**src/rtl/if_stage.sv**
```systemverilog
// Instruction fetch: assembles 32-bit words from an 8-bit memory port (LE), ISSUE holds on stall_in.
// Miss: ins_valid 4 cycles after FETCH entry at full byte rate; optional ICACHE_EN cache hit: 1 cycle.
// Backpressure: stall_in freezes the issued word; rdy_in low freezes all state; jump_flag redirects.
module if_stage #(
    parameter int ICACHE_LINES = 128
) (
    input  logic        clk_in,
    input  logic        rst_in,
    input  logic        rdy_in,
    output logic        if_mem_req,
    output logic [31:0] if_mem_addr,
    input  logic        mem_if_valid,
    input  logic [7:0]  mem_if_data,
    input  logic        jump_flag,
    input  logic [31:0] jump_target,
    input  logic        stall_in,
    output logic [31:0] pc,
    output logic [31:0] ins,
    output logic        ins_valid
);

    typedef enum logic {FETCH = 1'b0, ISSUE = 1'b1} state_e;

    state_e      state_q, state_d;
    logic [31:0] fetch_pc_q, fetch_pc_d;
    logic [1:0]  byte_cnt_q, byte_cnt_d;
    logic [23:0] buf_q, buf_d;
    logic [31:0] pc_q, pc_d;
    logic [31:0] ins_q, ins_d;
    logic        ins_valid_q, ins_valid_d;

    logic        cache_hit;
    logic [31:0] cache_word;
    logic        take_byte;
    logic        word_done;

    assign take_byte = rdy_in && !jump_flag && (state_q == FETCH) && !cache_hit && mem_if_valid;
    assign word_done = take_byte && (byte_cnt_q == 2'd3);

`ifdef ICACHE_EN
    localparam int IDX_W = $clog2(ICACHE_LINES);
    localparam int TAG_W = 30 - IDX_W;

    logic [31:0]             cache_dat_q [ICACHE_LINES];
    logic [TAG_W-1:0]        cache_tag_q [ICACHE_LINES];
    logic [ICACHE_LINES-1:0] cache_vld_q, cache_vld_d;
    logic [IDX_W-1:0]        rd_idx;
    logic [TAG_W-1:0]        rd_tag;

    assign rd_idx     = fetch_pc_q[IDX_W+1:2];
    assign rd_tag     = fetch_pc_q[31:IDX_W+2];
    assign cache_word = cache_dat_q[rd_idx];
    // Lookup only at the start of a word so a partially fetched word never hits mid-way.
    assign cache_hit  = (state_q == FETCH) && (byte_cnt_q == 2'd0) &&
                        cache_vld_q[rd_idx] && (cache_tag_q[rd_idx] == rd_tag);

    always_comb begin
        cache_vld_d = cache_vld_q;
        if (word_done) begin
            cache_vld_d[rd_idx] = 1'b1;
        end
    end

    always_ff @(posedge clk_in) begin
        if (word_done) begin
            cache_dat_q[rd_idx] <= {mem_if_data, buf_q};
            cache_tag_q[rd_idx] <= rd_tag;
        end
    end

    always_ff @(posedge clk_in) begin
        if (rst_in) begin
            cache_vld_q <= '0;
        end else begin
            cache_vld_q <= cache_vld_d;
        end
    end
`else
    logic unused_cfg;
    assign unused_cfg = (ICACHE_LINES != 0);
    assign cache_hit  = 1'b0;
    assign cache_word = 32'd0;
`endif

    always_ff @(posedge clk_in) begin
        if (rst_in) begin
            state_q <= FETCH;
        end else begin
            state_q <= state_d;
        end
    end

    always_comb begin
        state_d = state_q;
        if (rdy_in) begin
            if (jump_flag) begin
                state_d = FETCH;
            end else begin
                case (state_q)
                    FETCH:   if (cache_hit || word_done) state_d = ISSUE;
                    ISSUE:   if (!stall_in) state_d = FETCH;
                    default: state_d = FETCH;
                endcase
            end
        end
    end

    always_comb begin
        if_mem_req  = 1'b0;
        if_mem_addr = 32'd0;
        if (!rst_in) begin
            if_mem_addr = fetch_pc_q + {30'd0, byte_cnt_q};
            if_mem_req  = (state_q == FETCH) && !cache_hit && !(rdy_in && jump_flag);
        end
    end

    always_comb begin
        fetch_pc_d  = fetch_pc_q;
        byte_cnt_d  = byte_cnt_q;
        buf_d       = buf_q;
        pc_d        = pc_q;
        ins_d       = ins_q;
        ins_valid_d = ins_valid_q;
        if (rdy_in) begin
            if (jump_flag) begin
                fetch_pc_d  = jump_target;
                byte_cnt_d  = 2'd0;
                ins_valid_d = 1'b0;
            end else if (state_q == FETCH) begin
                if (cache_hit) begin
                    ins_d       = cache_word;
                    pc_d        = fetch_pc_q;
                    ins_valid_d = 1'b1;
                end else if (take_byte) begin
                    byte_cnt_d = byte_cnt_q + 2'd1;
                    case (byte_cnt_q)
                        2'd0: buf_d[7:0]   = mem_if_data;
                        2'd1: buf_d[15:8]  = mem_if_data;
                        2'd2: buf_d[23:16] = mem_if_data;
                        default: begin
                            ins_d       = {mem_if_data, buf_q};
                            pc_d        = fetch_pc_q;
                            ins_valid_d = 1'b1;
                        end
                    endcase
                end
            end else if (!stall_in) begin
                ins_valid_d = 1'b0;
                fetch_pc_d  = fetch_pc_q + 32'd4;
            end
        end
    end

    always_ff @(posedge clk_in) begin
        if (rst_in) begin
            fetch_pc_q  <= 32'd0;
            byte_cnt_q  <= 2'd0;
            buf_q       <= 24'd0;
            pc_q        <= 32'd0;
            ins_q       <= 32'd0;
            ins_valid_q <= 1'b0;
        end else begin
            fetch_pc_q  <= fetch_pc_d;
            byte_cnt_q  <= byte_cnt_d;
            buf_q       <= buf_d;
            pc_q        <= pc_d;
            ins_q       <= ins_d;
            ins_valid_q <= ins_valid_d;
        end
    end

    assign pc        = pc_q;
    assign ins       = ins_q;
    assign ins_valid = ins_valid_q;

endmodule
```
**config.mk**
```make
export PLATFORM = sky130hd
export DESIGN_NAME = if_stage
export DESIGN_NICKNAME = d
export VERILOG_FILES = /design/src/rtl/if_stage.sv
export SDC_FILE = /design/constraint.sdc
export NUM_CORES = 1
export LEC_CHECK = 0
export ABC_AREA = 1
export CORE_MARGIN = 2
export CORE_UTILIZATION = 25
export CTS_CLUSTER_DIAMETER = 60
export DETAILED_ROUTE_END_ITERATION = 8
export PLACE_DENSITY_LB_ADDON = 0.3
export SETUP_SLACK_MARGIN = 0.15
export SYNTH_ARGS = -nofsm -noshare
export SYNTH_HDL_FRONTEND = slang
export SYNTH_SLANG_ARGS = --single-unit
```
**constraint.sdc**
```tcl
create_clock -name clk_in -period 2.2 [get_ports clk_in]
set_clock_uncertainty 0.2 [all_clocks]
set_input_delay 0.66 -clock clk_in [delete_from_list [all_inputs] [get_ports clk_in]]
set_output_delay 0.66 -clock clk_in [all_outputs]
set_load 0.01 [all_outputs]
```
==> results of run 1 <==
-- critical path: stages, from the launching register on --
cell and delay (ns):
dfxtp_4 0.35, ha_4 0.17, fa_2 0.46, buf_6 0.15, buf_6 0.11, buf_6 0.12, o21ai_4 0.16, a31oi_4 0.05
buf_6 0.14
-- final timing paths --
kind                               from                           to  slack, ns  cells after the start
max          byte_cnt_q[0]$_SDFFE_PP0P_              if_mem_addr[18]      -0.78                      8
min reg2reg          pc[1]$_SDFFE_PP0P_           pc[1]$_SDFFE_PP0P_       0.25                      2
min                  pc[1]$_SDFFE_PP0P_           pc[1]$_SDFFE_PP0P_       0.25                      2
max reg2reg  fetch_pc_q[2]$_SDFFE_PP0P_  fetch_pc_q[24]$_SDFFE_PP0P_       0.24                     13
-- layout make-up --
class	instances	area, sq um
flip-flops and latches	124	2530
multi-input cells	723	3870
clock inverters	14	175
inverters	61	235
well taps	330	413
repair buffers	326	2810
fillers	2607	14700
clock buffers	18	439
-- what timing repair did --
item / 4_1_cts / 5_1_grt
setup buffers: 18 / 8
endpoints found under the setup margin: 146 / 36
resized for setup: 288 / 43
pin swaps: 40 / 28
-- flip-flops by register name, indices dropped and copies added, names as in the netlist --
name        count
buf_q          24
ins            32
byte_cnt_q      2
ins_valid       1
state_q         1
fetch_pc_q     32
pc             32
-- synthesized netlist by cell type, drive strengths merged --
cell type,count,area (sq um)
o21a,2,15.0
o22ai,2,12.5
o211ai,7,52.6
xor2,12,105
nand2,268,1030
a21oi,106,531
mux2i,1,10.0
nand3,140,711
ha,8,100
a21o,1,7.51
nor3b,1,7.51
clkbuf,26,98.8
nor3,7,35.0
nand4,4,31.3
nor2,128,558
dfxtp,124,2480
buf,35,191
xnor2,2,17.5
inv,61,229
o21ai,31,155
fa,1,20.0
a31oi,2,12.5
-- where the power goes --
part           internal, mW  leakage (nW)  total [mW]  switching, mW
registers              2.28          1.01        2.33         0.0482
clock network          1.75         0.298        2.96           1.20
logic                 0.329          3.13       0.689          0.360
total                  4.37          4.44        5.98           1.61
-- cell families (layout without fill, tap and decap cells) --
kind of cell	after synthesis	after routing	synth area share, %
and+or+nand+nor	548	548	37.0
AOI/OAI and AO/OA	151	151	12.3
DFF	124	124	38.7
buffers and inverters	122	419	8.10
xor gates and xnor gates	14	14	1.91
adders and majority gates	9	9	1.87
muxes	1	1	0.156
-- through the flow --
step	setup slack [ns]	std cells	setup TNS, ns	utilization (%)	area, sq um
after floorplan	-0.178	969	-1.10	-	6540
after global placement	-0.722	1538	-50.14	37.3	9390
after detailed placement	-0.759	1538	-53.03	37.3	9390
after CTS	-0.770	1588	-20.08	40.8	10300
after global routing	-0.856	1596	-23.29	41.6	10500
final	-0.778	1596	-20.41	41.6	10500
-- per-layer routing --
layer	up-vias	share of wire (%)	wire length, um
li1	3725	-	-
met1	3429	43	10300
met2	194	50	12000
met3	34	4.9	1170
met4	0	1.9	465
met5	-	0	0
==> results.yml, run 1 <==
timing:
  worst_slew_pin_slew_ns: 0.508
  hold_slack_ns: 0.254
  rsz0062_at_grt: "true"
  period_minus_slack_ns: 2.98
  setup_viol: 31
  slew_violations: 0
  relSlewSlack_pct: 66.1
  hold_viol: 0
  fmax_ghz: 0.336
  min_period_over_period_pct: 135
  setup_ws_ns: -0.778
synthesis:
  synth_seq_cells: 124
  syn_area_sq_um: 6410
  ys_seq_area_share_pct: 38.7
  synth.avg_cell_area_sq_um: 6.61
  ys_types: 32
  synthesis.nets: 1024
  yosys_warnings: 0
  syn_inst: 969
global_route:
  top_usage_layer: "met2"
  track_usage_pct: 17.9
  grt_antenna_before_repair: 0
  grt_pass1_vias: 7045
  grt-ovfl-total: 0
  use_met2_pct: 31.3
  grt_start_max_net_pins: 49
  met1_usage_pct: 21.8
  grtUsageMet3_pct: 4.22
  grt_pass1_wl_um: 37200
floorplanning:
  die_h_um: 164
  rows: 58
  die_w_um: 164
  die_area_sq_um: 26900
  core-area_sq_um: 25200
  start_util_pct: 25.4
  io_pins: 144
worst_setup_path:
  crit_arrival_ns: 2.12
  cp.required_ns: 1.34
  startpoint_type: "register"
  critical_path.max_fanout: 3
  crit_type: "register to output port"
  endpoint_kind: "output port"
final_layout:
  area_delta_synth_final_pct: 63.5
  final_cell_mix: "nand2_1, buf_4, nand3_1"
  drive_gt1_share_pct: 30.6
  fin_nets: 1308
  n_antenna_cell: 0
  final_common_cell: "nand2_1"
power_and_ir_drop:
  peakVddDrop_mv: 0.395
  finalPower_mw: 5.98
  p_per_area_nw_per_um2: 570
  p_leak_nw: 4.44
clocking:
  path_clk_slew_ns: 0.06
  numCtsBuffers: 17
  cts_max_path_buffers: 2
  cts.sink_count: 124
  clk-insertion-delay-late_ns: 0.42
  cts-root-buf: "clkbuf_16"
  htreeDepth: 4
  cts_tree: "built"
  cts-hold-fix-buffers: 0
placed_design:
  port_buffers: 143
  gp_congestion: 0.893
  dp_hpwl_um: 17600
outcome:
  violations: "negative setup slack"
  run_status: "complete, but fails checks"
flow_run:
  drv_cap: 0
detailed_routing:
  ant_nets: 0
  wire_per_inst_um: 15.0
  drt-total-wl_um: 23900
  drtPass1Iterations: 5
  vias: 7382
  via_per_inst: 4.63
  drc: 0
  drt_iter0_drc: 423
hold_path:
  holdCritPathClass: "register to register"
Note: power is estimated with default switching activity, not from simulation.
==> inputs of run 2 (changes only) <==
CAP_MARGIN = 20   (was not set)
==> results of run 2 <==
The final DEF is identical to that of run 1; final timing and power are the same.
